$ cat src/rtl/mem_port_arbiter_if.sv
// Bundle between the IF/MEM requesters, the shared memory and the port arbiter.
// No latency of its own; plain wires.
// Backpressure is carried by the stall/ready signals driven on the slave side.
interface mem_port_arbiter_if;
    logic        if_req;
    logic [31:0] if_addr;
    logic        if_flush;
    logic [31:0] if_rdata;
    logic        if_ready;
    logic        if_stall;

    logic        mem_req;
    logic        mem_we;
    logic [31:0] mem_addr;
    logic [31:0] mem_wdata;
    logic [31:0] mem_rdata;
    logic        mem_ready;
    logic        mem_stall;

    logic        ram_en;
    logic        ram_we;
    logic [31:0] ram_addr;
    logic [31:0] ram_wdata;
    logic [31:0] ram_rdata;

    // Arbiter side.
    modport slave (
        input  if_req, if_addr, if_flush,
        input  mem_req, mem_we, mem_addr, mem_wdata,
        input  ram_rdata,
        output if_rdata, if_ready, if_stall,
        output mem_rdata, mem_ready, mem_stall,
        output ram_en, ram_we, ram_addr, ram_wdata
    );

    // Requesters and memory side.
    modport master (
        output if_req, if_addr, if_flush,
        output mem_req, mem_we, mem_addr, mem_wdata,
        output ram_rdata,
        input  if_rdata, if_ready, if_stall,
        input  mem_rdata, mem_ready, mem_stall,
        input  ram_en, ram_we, ram_addr, ram_wdata
    );
endinterface

$ cat src/rtl/mem_port_arbiter.sv
// Shares one single-ported memory between fetch (IF) and load/store (MEM).
// Latency: request in IDLE cycle T -> ram_en T+1, ready pulse T+LAT+1, IDLE again T+LAT+2.
// Backpressure: the losing or waiting requester sees its stall held until its ready pulse.
module mem_port_arbiter #(
    parameter int unsigned LAT        = 2,
    parameter int unsigned MAX_STREAK = 3
) (
    input  logic clk,
    input  logic reset,
    mem_port_arbiter_if.slave bus
);

    typedef enum logic [1:0] {
        IDLE = 2'd0,
        BUSY = 2'd1,
        DONE = 2'd2
    } state_t;

    typedef struct packed {
        logic        we;
        logic [31:0] addr;
        logic [31:0] wdata;
    } ram_cmd_t;

    localparam logic [3:0] LAT_CNT    = 4'(LAT);
    localparam logic [2:0] STREAK_MAX = 3'(MAX_STREAK);
    localparam logic       OWN_IF     = 1'b0;
    localparam logic       OWN_MEM    = 1'b1;

    state_t      state;
    logic        owner;
    logic [3:0]  cnt;
    logic [2:0]  streak;
    logic        discard;
    logic        op_we;
    logic        ram_en_q;
    logic        ram_we_q;
    logic [31:0] ram_addr_q;
    logic [31:0] ram_wdata_q;
    logic [31:0] if_rdata_q;
    logic [31:0] mem_rdata_q;
    logic        if_ready_q;
    logic        mem_ready_q;

    logic        if_want;
    logic        contested;
    logic        grant_mem;
    logic        grant_if;
    logic [2:0]  streak_nxt;
    ram_cmd_t    cmd_nxt;

    // A flushed fetch request is not a request at all for arbitration.
    always_comb begin
        if_want   = bus.if_req & ~bus.if_flush;
        contested = if_want & bus.mem_req;
        grant_mem = 1'b0;
        grant_if  = 1'b0;
        if (state == IDLE) begin
            grant_mem = bus.mem_req & (~if_want | (streak < STREAK_MAX));
            grant_if  = if_want & ~grant_mem;
        end
        // Only reached while streak < STREAK_MAX, so the increment saturates there.
        streak_nxt = (grant_mem & contested) ? streak + 3'd1 : 3'd0;
        if (grant_mem) begin
            cmd_nxt = '{we: bus.mem_we, addr: bus.mem_addr, wdata: bus.mem_wdata};
        end else begin
            cmd_nxt = '{we: 1'b0, addr: bus.if_addr, wdata: 32'd0};
        end
    end

    always_ff @(posedge clk or negedge reset) begin
        if (!reset) begin
            state       <= IDLE;
            owner       <= OWN_IF;
            cnt         <= 4'd0;
            streak      <= 3'd0;
            discard     <= 1'b0;
            op_we       <= 1'b0;
            ram_en_q    <= 1'b0;
            ram_we_q    <= 1'b0;
            ram_addr_q  <= 32'd0;
            ram_wdata_q <= 32'd0;
            if_rdata_q  <= 32'd0;
            mem_rdata_q <= 32'd0;
            if_ready_q  <= 1'b0;
            mem_ready_q <= 1'b0;
        end else begin
            ram_en_q    <= 1'b0;
            ram_we_q    <= 1'b0;
            if_ready_q  <= 1'b0;
            mem_ready_q <= 1'b0;
            case (state)
                IDLE: begin
                    if (grant_mem | grant_if) begin
                        state       <= BUSY;
                        owner       <= grant_mem ? OWN_MEM : OWN_IF;
                        cnt         <= LAT_CNT;
                        streak      <= streak_nxt;
                        discard     <= 1'b0;
                        op_we       <= cmd_nxt.we;
                        ram_en_q    <= 1'b1;
                        ram_we_q    <= cmd_nxt.we;
                        ram_addr_q  <= cmd_nxt.addr;
                        ram_wdata_q <= cmd_nxt.wdata;
                    end
                end
                BUSY: begin
                    cnt <= cnt - 4'd1;
                    if (owner == OWN_IF && bus.if_flush) begin
                        discard <= 1'b1;
                    end
                    if (cnt == 4'd1) begin
                        state <= DONE;
                        if (owner == OWN_IF) begin
                            // The word is kept even when the fetch was flushed.
                            if_rdata_q <= bus.ram_rdata;
                            if_ready_q <= ~(discard | bus.if_flush);
                        end else begin
                            if (!op_we) begin
                                mem_rdata_q <= bus.ram_rdata;
                            end
                            mem_ready_q <= 1'b1;
                        end
                    end
                end
                DONE: begin
                    state <= IDLE;
                    if (owner == OWN_IF && bus.if_flush) begin
                        discard <= 1'b1;
                    end
                end
                default: state <= IDLE;
            endcase
        end
    end

    // A flush arriving in the DONE cycle still kills the fetch ready pulse.
    assign bus.if_ready  = if_ready_q & ~bus.if_flush;
    assign bus.if_rdata  = if_rdata_q;
    assign bus.if_stall  = bus.if_req & ~bus.if_ready & ~bus.if_flush;
    assign bus.mem_ready = mem_ready_q;
    assign bus.mem_rdata = mem_rdata_q;
    assign bus.mem_stall = bus.mem_req & ~mem_ready_q;
    assign bus.ram_en    = ram_en_q;
    assign bus.ram_we    = ram_we_q;
    assign bus.ram_addr  = ram_addr_q;
    assign bus.ram_wdata = ram_wdata_q;

endmodule

$ cat src/flat_wrapper.sv
// flat-port wrapper written by rule: the top's interface ports become plain ports
module mem_port_arbiter_flat 
#(
    parameter int unsigned LAT        = 2,
    parameter int unsigned MAX_STREAK = 3
)
  (clk, reset, bus_if_req, bus_if_addr, bus_if_flush, bus_mem_req, bus_mem_we, bus_mem_addr, bus_mem_wdata, bus_ram_rdata, bus_if_rdata, bus_if_ready, bus_if_stall, bus_mem_rdata, bus_mem_ready, bus_mem_stall, bus_ram_en, bus_ram_we, bus_ram_addr, bus_ram_wdata);
  mem_port_arbiter_if bus_i ();
  input  logic clk;
  input  logic reset;
  input wire logic [$bits(bus_i.if_req)-1:0] bus_if_req;
  input wire logic [$bits(bus_i.if_addr)-1:0] bus_if_addr;
  input wire logic [$bits(bus_i.if_flush)-1:0] bus_if_flush;
  input wire logic [$bits(bus_i.mem_req)-1:0] bus_mem_req;
  input wire logic [$bits(bus_i.mem_we)-1:0] bus_mem_we;
  input wire logic [$bits(bus_i.mem_addr)-1:0] bus_mem_addr;
  input wire logic [$bits(bus_i.mem_wdata)-1:0] bus_mem_wdata;
  input wire logic [$bits(bus_i.ram_rdata)-1:0] bus_ram_rdata;
  output wire logic [$bits(bus_i.if_rdata)-1:0] bus_if_rdata;
  output wire logic [$bits(bus_i.if_ready)-1:0] bus_if_ready;
  output wire logic [$bits(bus_i.if_stall)-1:0] bus_if_stall;
  output wire logic [$bits(bus_i.mem_rdata)-1:0] bus_mem_rdata;
  output wire logic [$bits(bus_i.mem_ready)-1:0] bus_mem_ready;
  output wire logic [$bits(bus_i.mem_stall)-1:0] bus_mem_stall;
  output wire logic [$bits(bus_i.ram_en)-1:0] bus_ram_en;
  output wire logic [$bits(bus_i.ram_we)-1:0] bus_ram_we;
  output wire logic [$bits(bus_i.ram_addr)-1:0] bus_ram_addr;
  output wire logic [$bits(bus_i.ram_wdata)-1:0] bus_ram_wdata;
  assign bus_i.if_req = bus_if_req;
  assign bus_i.if_addr = bus_if_addr;
  assign bus_i.if_flush = bus_if_flush;
  assign bus_i.mem_req = bus_mem_req;
  assign bus_i.mem_we = bus_mem_we;
  assign bus_i.mem_addr = bus_mem_addr;
  assign bus_i.mem_wdata = bus_mem_wdata;
  assign bus_i.ram_rdata = bus_ram_rdata;
  assign bus_if_rdata = bus_i.if_rdata;
  assign bus_if_ready = bus_i.if_ready;
  assign bus_if_stall = bus_i.if_stall;
  assign bus_mem_rdata = bus_i.mem_rdata;
  assign bus_mem_ready = bus_i.mem_ready;
  assign bus_mem_stall = bus_i.mem_stall;
  assign bus_ram_en = bus_i.ram_en;
  assign bus_ram_we = bus_i.ram_we;
  assign bus_ram_addr = bus_i.ram_addr;
  assign bus_ram_wdata = bus_i.ram_wdata;
  mem_port_arbiter #(.LAT(LAT), .MAX_STREAK(MAX_STREAK)) u_core (.clk(clk), .reset(reset), .bus(bus_i));
endmodule
$ cat config.mk
export PLATFORM = sky130hd
export DESIGN_NAME = mem_port_arbiter_flat
export DESIGN_NICKNAME = d
export VERILOG_FILES = /design/src/rtl/mem_port_arbiter_if.sv /design/src/rtl/mem_port_arbiter.sv /design/src/flat_wrapper.sv
export SDC_FILE = /design/constraint.sdc
export NUM_CORES = 1
export LEC_CHECK = 0
export CAP_MARGIN = 20
export CORE_ASPECT_RATIO = 1.1
export CORE_MARGIN = 10
export CORE_UTILIZATION = 43
export DETAILED_ROUTE_END_ITERATION = 10
export GPL_TIMING_DRIVEN = 0
export PLACE_DENSITY = 0.86
export SLEW_MARGIN = 40
export SYNTH_ARGS = -nofsm -noshare
export SYNTH_HDL_FRONTEND = slang
export SYNTH_SLANG_ARGS = --single-unit
$ cat constraint.sdc
create_clock -name clk -period 2.66 [get_ports clk]
set_clock_uncertainty 0.15 [all_clocks]
set_input_delay 0.532 -clock clk [delete_from_list [all_inputs] [get_ports clk]]
set_output_delay 0.532 -clock clk [all_outputs]
set_load 0.005 [all_outputs]
==> results.ini, run 1 <==
[finish]
drive_gt1_share_pct = 13.0
nets = 953
multi_input_area_um2 = 2610
syn2layout_area_growth_pct = 55.6
mostFrequentLayoutCell = clkdlybuf4s50_1
instances_no_fill = 1023
fill_cells = 1107
final_core_util_pct = 67.6
ff_latch_area_um2 = 3600
final_cell_mix = clkdlybuf4s50_1 (263), dfrtp_1 (144), nor2_1 (35)

[drt]
via_per_inst = 5.36
drc = 0
vias = 5482
drt_wl_total_mm = 20.2
wl_per_cell_um = 19.8
dr.pass1.iters = 5
drtAntennaViolNets = 0
first_iter_violations = 321

[min_path]
min_to = u_core.if_ready_q
hold_depth = 1
hp-start = u_core.discard
holdCritPathClass = reg -> reg

[power_and_ir_drop]
clkPwrFrac_pct = 22.5
p_switching_uw = 3380
p_int_uw = 7870
peakVddDrop_mv = 0.559
power_uw = 11300
power_density_nw_per_um2 = 1110
combPwrFrac_pct = 43.0
sw_frac_of_total_pct = 30.1
seq_power_share_pct = 34.5
power.leakage_uw = 0.00439

[setup_path]
crit_type = in -> out
crit_top_cell = clkbuf_8
critPathSlowestCell = clkdlybuf4s50_1
rrSetupSlack_ns = 0.45
worstPathMaxFanout = 10
cp.arrival_ns = 1.74
ff2ff_path_depth = 6
r2r_start = u_core.state[0]
reg2reg_to = u_core.bus.ram_addr[7]
worstPathCellList = clkdlybuf4s50_1, nand2b_1, clkbuf_8, clkbuf_8, nor2_1, dlygate4sd2_1
worstSetupEndpointType = output port
cp-start-kind = input port
cp.required_ns = 1.98
critical_path.max_stage_delay_ns = 0.48

[yosys]
ys_ff_latch = 144
syn-instance-count = 525
synth_edf_count = 0
synth_flop_cell = dfrtp_1
synth_fp_nets = 665
synthesis.area_um2 = 6490
syn_avg_cell_area_um2 = 12.4
ys_warn_count = 0
ys_seq_area_share_pct = 55.5
ys_types = 51
async_flop_share_pct = 100

[sta]
tightest_slew_ns = 0.676
period_share_pct = 91.2
setup_viol = 0
finalHoldViolCount = 0
drv_slew = 0
fmax_ghz = 0.412
fin_crit_ns = 2.43
slew_headroom_pct = 54.7
rsz0062_at_grt = false

[clock_network]
clk_pin_slew_ns = 0.06
numCtsBuffers = 17
cts_buffer_depth = 2
clockRootBuffer = clkbuf_16
cts_sinks = 144
htreeDepth = 4
clk_latency_ns = 0.42
cts_tree = built

[placement]
dpl.cell_count = 989
gp_congestion = 0.838
place_hpwl_mm = 15.0
io_buffers = 267

[grt]
first_global_vias = 5643
grt_overflow = 0
antenna_found_initial = 1
grt_pass1_wl_mm = 30.9
grt_usage_pct = 19.3
grt_max_degree = 74

[floorplan]
core_um2 = 14900
initial_core_util_pct = 43.5
pin_count = 268
row_count = 47
die-area_um2 = 20400
dieWidth_um = 137
fp.dieH_um = 149

[status]
status = complete, no violations

[run]
cap_violations = 0

[per-layer routing]
metal | up-vias | wire length [um] | track usage [%]
met5 | - | 0 | 0
met4 | 0 | 666 | 8.86
met1 | 2669 | 8090 | 23.1
met3 | 40 | 1560 | 5.73
li1 | 2525 | - | -
met2 | 248 | 9920 | 31.3
[sequential cells by signal (all words and copies together) (netlist names)]
| name | cells |
|---|---|
| u_core.cnt | 4 |
| u_core.state | 2 |
| u_core.bus.ram_wdata | 32 |
| u_core.bus.mem_rdata | 32 |
| u_core.bus.if_rdata | 32 |
| u_core.if_ready_q | 1 |
| u_core.bus.ram_en | 1 |
| u_core.bus.ram_we | 1 |
| u_core.owner | 1 |
| u_core.bus.ram_addr | 32 |
| u_core.discard | 1 |
| u_core.streak | 3 |
| u_core.bus.mem_ready | 1 |
| u_core.op_we | 1 |
[Yosys cell counts (2+ instances only)]
master,count,area [um2]
and2_1,3,18.8
buf_1,2,7.51
o221a_2,8,90.1
nor2_1,35,131
clkbuf_1,15,56.3
buf_12,3,60.1
dfrtp_1,144,3600
nand3b_1,2,15.0
ha_1,6,75.1
a32o_1,2,20.0
nand2b_1,25,156
a21oi_1,10,50.1
a21o_1,3,22.5
mux2_2,5,56.3
buf_6,4,45.0
nor3_1,2,10.0
o22ai_1,32,200
or3_1,24,150
mux2_1,29,327
a211oi_1,24,180
nand2_1,5,18.8
mux2_4,30,450
a22o_1,32,280
o21ai_0,24,120
o21ai_1,6,30.0
nor3b_1,2,15.0
inv_1,6,22.5
nor2b_1,5,31.3
buf_2,15,75.1
[how the worst max path moves through the flow]
stage / from / cells past startpoint / to
2_1_floorplan: u_core.state[0] / 8 / u_core.bus.mem_rdata[0]
3_3_place_gp: reset / 1 / u_core.bus.ram_wdata[14]
3_5_place_dp: bus_if_flush / 6 / bus_if_stall
4_1_cts: bus_if_req / 6 / bus_if_stall
5_1_grt: bus_if_req / 6 / bus_if_stall
6_report: bus_if_req / 6 / bus_if_stall
[cell families (layout without fill, tap and decap cells)]
family | count (synthesis) | count (layout) | synth area share [%]
adder cells (fa/ha/maj) | 6 | 6 | 1.16
AO/OA/AOI/OAI | 152 | 152 | 16.7
other | 0 | 1 | 0
AND/OR/NAND/NOR | 112 | 112 | 9.52
multiplexers | 64 | 64 | 12.8
buffers and inverters | 47 | 348 | 4.28
flip-flops | 144 | 144 | 55.5
[worst max-delay path: cells and delay by family]
kind,cells,cell delay (ns)
simple gates,2,0.16
buf+inv,4,1.06
[metrics by stage]
step | area, um2 | hold WS [ns] | worst slack [ns] | TNS, ns
finish | 10100 | 0.295 | 0.233 | 0
global route | 10100 | 0.311 | 0.153 | 0
CTS | 10100 | 0.297 | 0.228 | 0
detailed placement | 9440 | 0.284 | -0.650 | -1.17
global placement | 9410 | 0.276 | -4.89 | -703.79
floorplan | 6490 | 0.0864 | 0.691 | 0
[what timing repair did]
| action | in CTS | in global routing |
|---|---|---|
| endpoints found under the setup margin | 2 | 0 |
| resized for setup | 10 | 0 |
| hold endpoints to repair | 71 | 0 |
| setup buffers | 0 | 0 |
| hold buffers | 1 | 0 |
[area by class of cell]
| class | count | share of cell area [%] |
|---|---|---|
| antenna | 1 | 0.0248 |
| sequential | 144 | 35.7 |
| inverter | 7 | 0.260 |
| clock inverter | 12 | 1.81 |
| tap | 196 | 2.43 |
| timing repair buffer | 269 | 26.8 |
| multi-input combinational | 334 | 25.9 |
| buffer | 40 | 2.69 |
| clock buffer | 20 | 4.42 |
[power groups by stage]
stage	Clock, uW	Sequential (uW)	Combinational (uW)
4_1_cts	2580	3880	4900
3_3_place_gp	0	3850	4780
3_5_place_dp	0	3880	4870
2_1_floorplan	0	3910	1910
5_1_grt	2680	4010	5190
6_report	2530	3880	4840
(Power assumes the default switching activity.)
==> run 2: changes to the inputs <==
--- a/config.mk
+++ b/config.mk
@@ -8,10 +8,11 @@
 export CAP_MARGIN = 20
 export CORE_ASPECT_RATIO = 1.1
 export CORE_MARGIN = 10
-export CORE_UTILIZATION = 43
+export CORE_UTILIZATION = 39
 export DETAILED_ROUTE_END_ITERATION = 10
+export GPL_ROUTABILITY_DRIVEN = 0
 export GPL_TIMING_DRIVEN = 0
-export PLACE_DENSITY = 0.86
+export PLACE_DENSITY = 0.83
 export SLEW_MARGIN = 40
 export SYNTH_ARGS = -nofsm -noshare
 export SYNTH_HDL_FRONTEND = slang
==> constraint.sdc (replaced) <==
create_clock -name clk -period 2.1 [get_ports clk]
set_clock_uncertainty 0.15 [all_clocks]
set_input_delay 0.42 -clock clk [delete_from_list [all_inputs] [get_ports clk]]
set_output_delay 0.42 -clock clk [all_outputs]
set_load 0.005 [all_outputs]
==> run 2 against run 1 <==
- sequential share of layout area down 0.51 points
- sequential cell count unchanged
- critical path depth up 2
- final cell count up 2.0%
- routed wire length up 3.1%
- register-to-register slack worse by 0.38 ns
- highest routed layer unchanged
==> results.ini, run 2 (same netlist as run 1, synthesis figures left out) <==
[status]
status = complete, no violations

[power_and_ir_drop]
p_switching_uw = 4420
power.leakage_uw = 0.00449
sw_frac_of_total_pct = 31.1
clkPwrFrac_pct = 21.0
peakVddDrop_mv = 0.788
p_int_uw = 9790
power_density_nw_per_um2 = 1390
seq_power_share_pct = 34.6
combPwrFrac_pct = 44.4
power_uw = 14200

[floorplan]
row_count = 49
pin_count = 268
die-area_um2 = 22200
initial_core_util_pct = 39.7
fp.dieH_um = 155
core_um2 = 16400
dieWidth_um = 143

[finish]
syn2layout_area_growth_pct = 57.8
final_cell_mix = clkdlybuf4s50_1 (261), dfrtp_1 (144), nor2_1 (35)
fill_cells = 1279
finalInstanceArea_um2 = 10200
instances_no_fill = 1043
drive_gt1_share_pct = 15.9
mostFrequentLayoutCell = clkdlybuf4s50_1
nets = 965

[clock_network]
htreeDepth = 4
clk_pin_slew_ns = 0.06
clockRootBuffer = clkbuf_16
numCtsBuffers = 17
cts_buffer_depth = 2
cts_tree = built
cts_sinks = 144
clk_latency_ns = 0.42

[setup_path]
ff2ff_path_depth = 8
cp.required_ns = 2.25
cp.arrival_ns = 2.18
cp-start-kind = register
worstPathMaxFanout = 10
rrSetupSlack_ns = 0.07
crit_type = reg -> reg
reg2reg_to = u_core.bus.mem_rdata[11]
r2r_start = u_core.state[0]
worstSetupEndpointType = register

[sta]
tightest_slew_ns = 0.729
drv_slew = 0
setup_viol = 0
fin_crit_ns = 2.03
slew_headroom_pct = 51.2
finalHoldViolCount = 0
period_share_pct = 96.7
fmax_ghz = 0.492

[drt]
dr.pass1.iters = 4
drt_wl_total_mm = 20.9
wl_per_cell_um = 20.0
drc = 0
drtAntennaViolNets = 0
first_iter_violations = 282
via_per_inst = 5.31
vias = 5537

[grt]
grt_overflow = 0
grt_max_degree = 78
antenna_found_initial = 1
first_global_vias = 5795
grt_usage_pct = 18.4
grt_pass1_wl_mm = 32.2

[placement]
place_hpwl_mm = 15.7
place_area_um2 = 9450
dpl.cell_count = 997
io_buffers = 267

[min_path]
hold_depth = 2
min_to = u_core.if_ready_q
holdCritPathClass = in -> reg
hp-start = bus_if_flush

[run]
cap_violations = 0

==> run 2: changes by cell type in the layout (fill, tap and decap cells not counted), sizes merged <==
| cell | delta |
|---|---|
| dlymetal6s2s | +2 |
| clkinv | -3 |
| clkdlybuf4s50 | -2 |
| buf | +9 |
| inv | +7 |
| clkbuf | +3 |
| dlygate4sd2 | -2 |
| bufinv | -3 |
| clkinvlp | +1 |
==> run 2: metal layers <==
| layer | GRT usage (%) | share of wire [%] | up-vias |
|---|---|---|---|
| met3 | 5.91 | 7.2 | 38 |
| li1 | - | - | 2552 |
| met1 | 21.4 | 40 | 2745 |
| met5 | 0 | 0 | - |
| met4 | 7.62 | 2.6 | 0 |
| met2 | 30.4 | 51 | 202 |
==> run 2: metrics by stage <==
| step | TNS, ns | setup WS (ns) | utilization, % | hold WS [ns] |
|---|---|---|---|---|
| after global placement | -808.33 | -5.44 | 57.5 | 0.277 |
| final | 0 | 0.0693 | 62.6 | 0.269 |
| after global routing | -0.00455 | -0.00290 | 62.6 | 0.285 |
| after floorplan | 0 | 0.131 | - | -0.0256 |
| after detailed placement | -28.99 | -0.975 | 57.7 | 0.269 |
| after CTS | 0 | 0.0107 | 61.5 | 0.262 |
==> run 2: worst max-delay path: stages, from the launching register on <==
cell      delay [ns]
dfrtp_1         0.40
ha_1            0.22
buf_6           0.12
and4bb_1        0.19
and2_4          0.16
nand2b_2        0.06
buf_6           0.14
buf_12          0.15
mux2_4          0.31
==> run 2: power by group through the flow <==
stage	Combinational [uW]	Sequential, uW	Clock (uW)
final	6310	4910	2990
after floorplan	2420	4950	0
after CTS	6250	4900	3050
after global routing	6770	5080	3190
after global placement	6070	4870	0
after detailed placement	6200	4930	0
==> run 2: repair_timing <==
item | CTS | global route
endpoints found under the hold margin | 67 | 0
setup buffers | 1 | 9
endpoints found under the setup margin | 34 | 103
pin swaps | 0 | 2
hold buffers | 1 | 0
gates resized for setup | 16 | 26
cloned | 0 | 2
==> run 2: final cells by class <==
class	instances	area (um2)	share of cell area, %
plain buffers	40	314	3.06
well taps	204	255	2.49
inverters	7	26.3	0.256
diodes	1	2.50	0.0244
multi-input cells	334	2630	25.6
clock inverters	14	146	1.43
clock buffers	18	439	4.29
repair buffers	281	2830	27.7
flip-flops and latches	144	3600	35.2
==> run 2: worst max-delay path by stage <==
stage,from,end,slack (ns),cells past startpoint
6_report,u_core.state[0],u_core.bus.mem_rdata[11],0.07,8
3_3_place_gp,reset,u_core.bus.ram_wdata[27],-5.44,1
5_1_grt,u_core.state[0],u_core.bus.mem_rdata[17],-0.003,8
3_5_place_dp,bus_if_flush,bus_if_stall,-0.97,6
4_1_cts,bus_if_req,bus_if_stall,0.01,6
2_1_floorplan,u_core.state[0],u_core.bus.mem_rdata[0],0.13,8
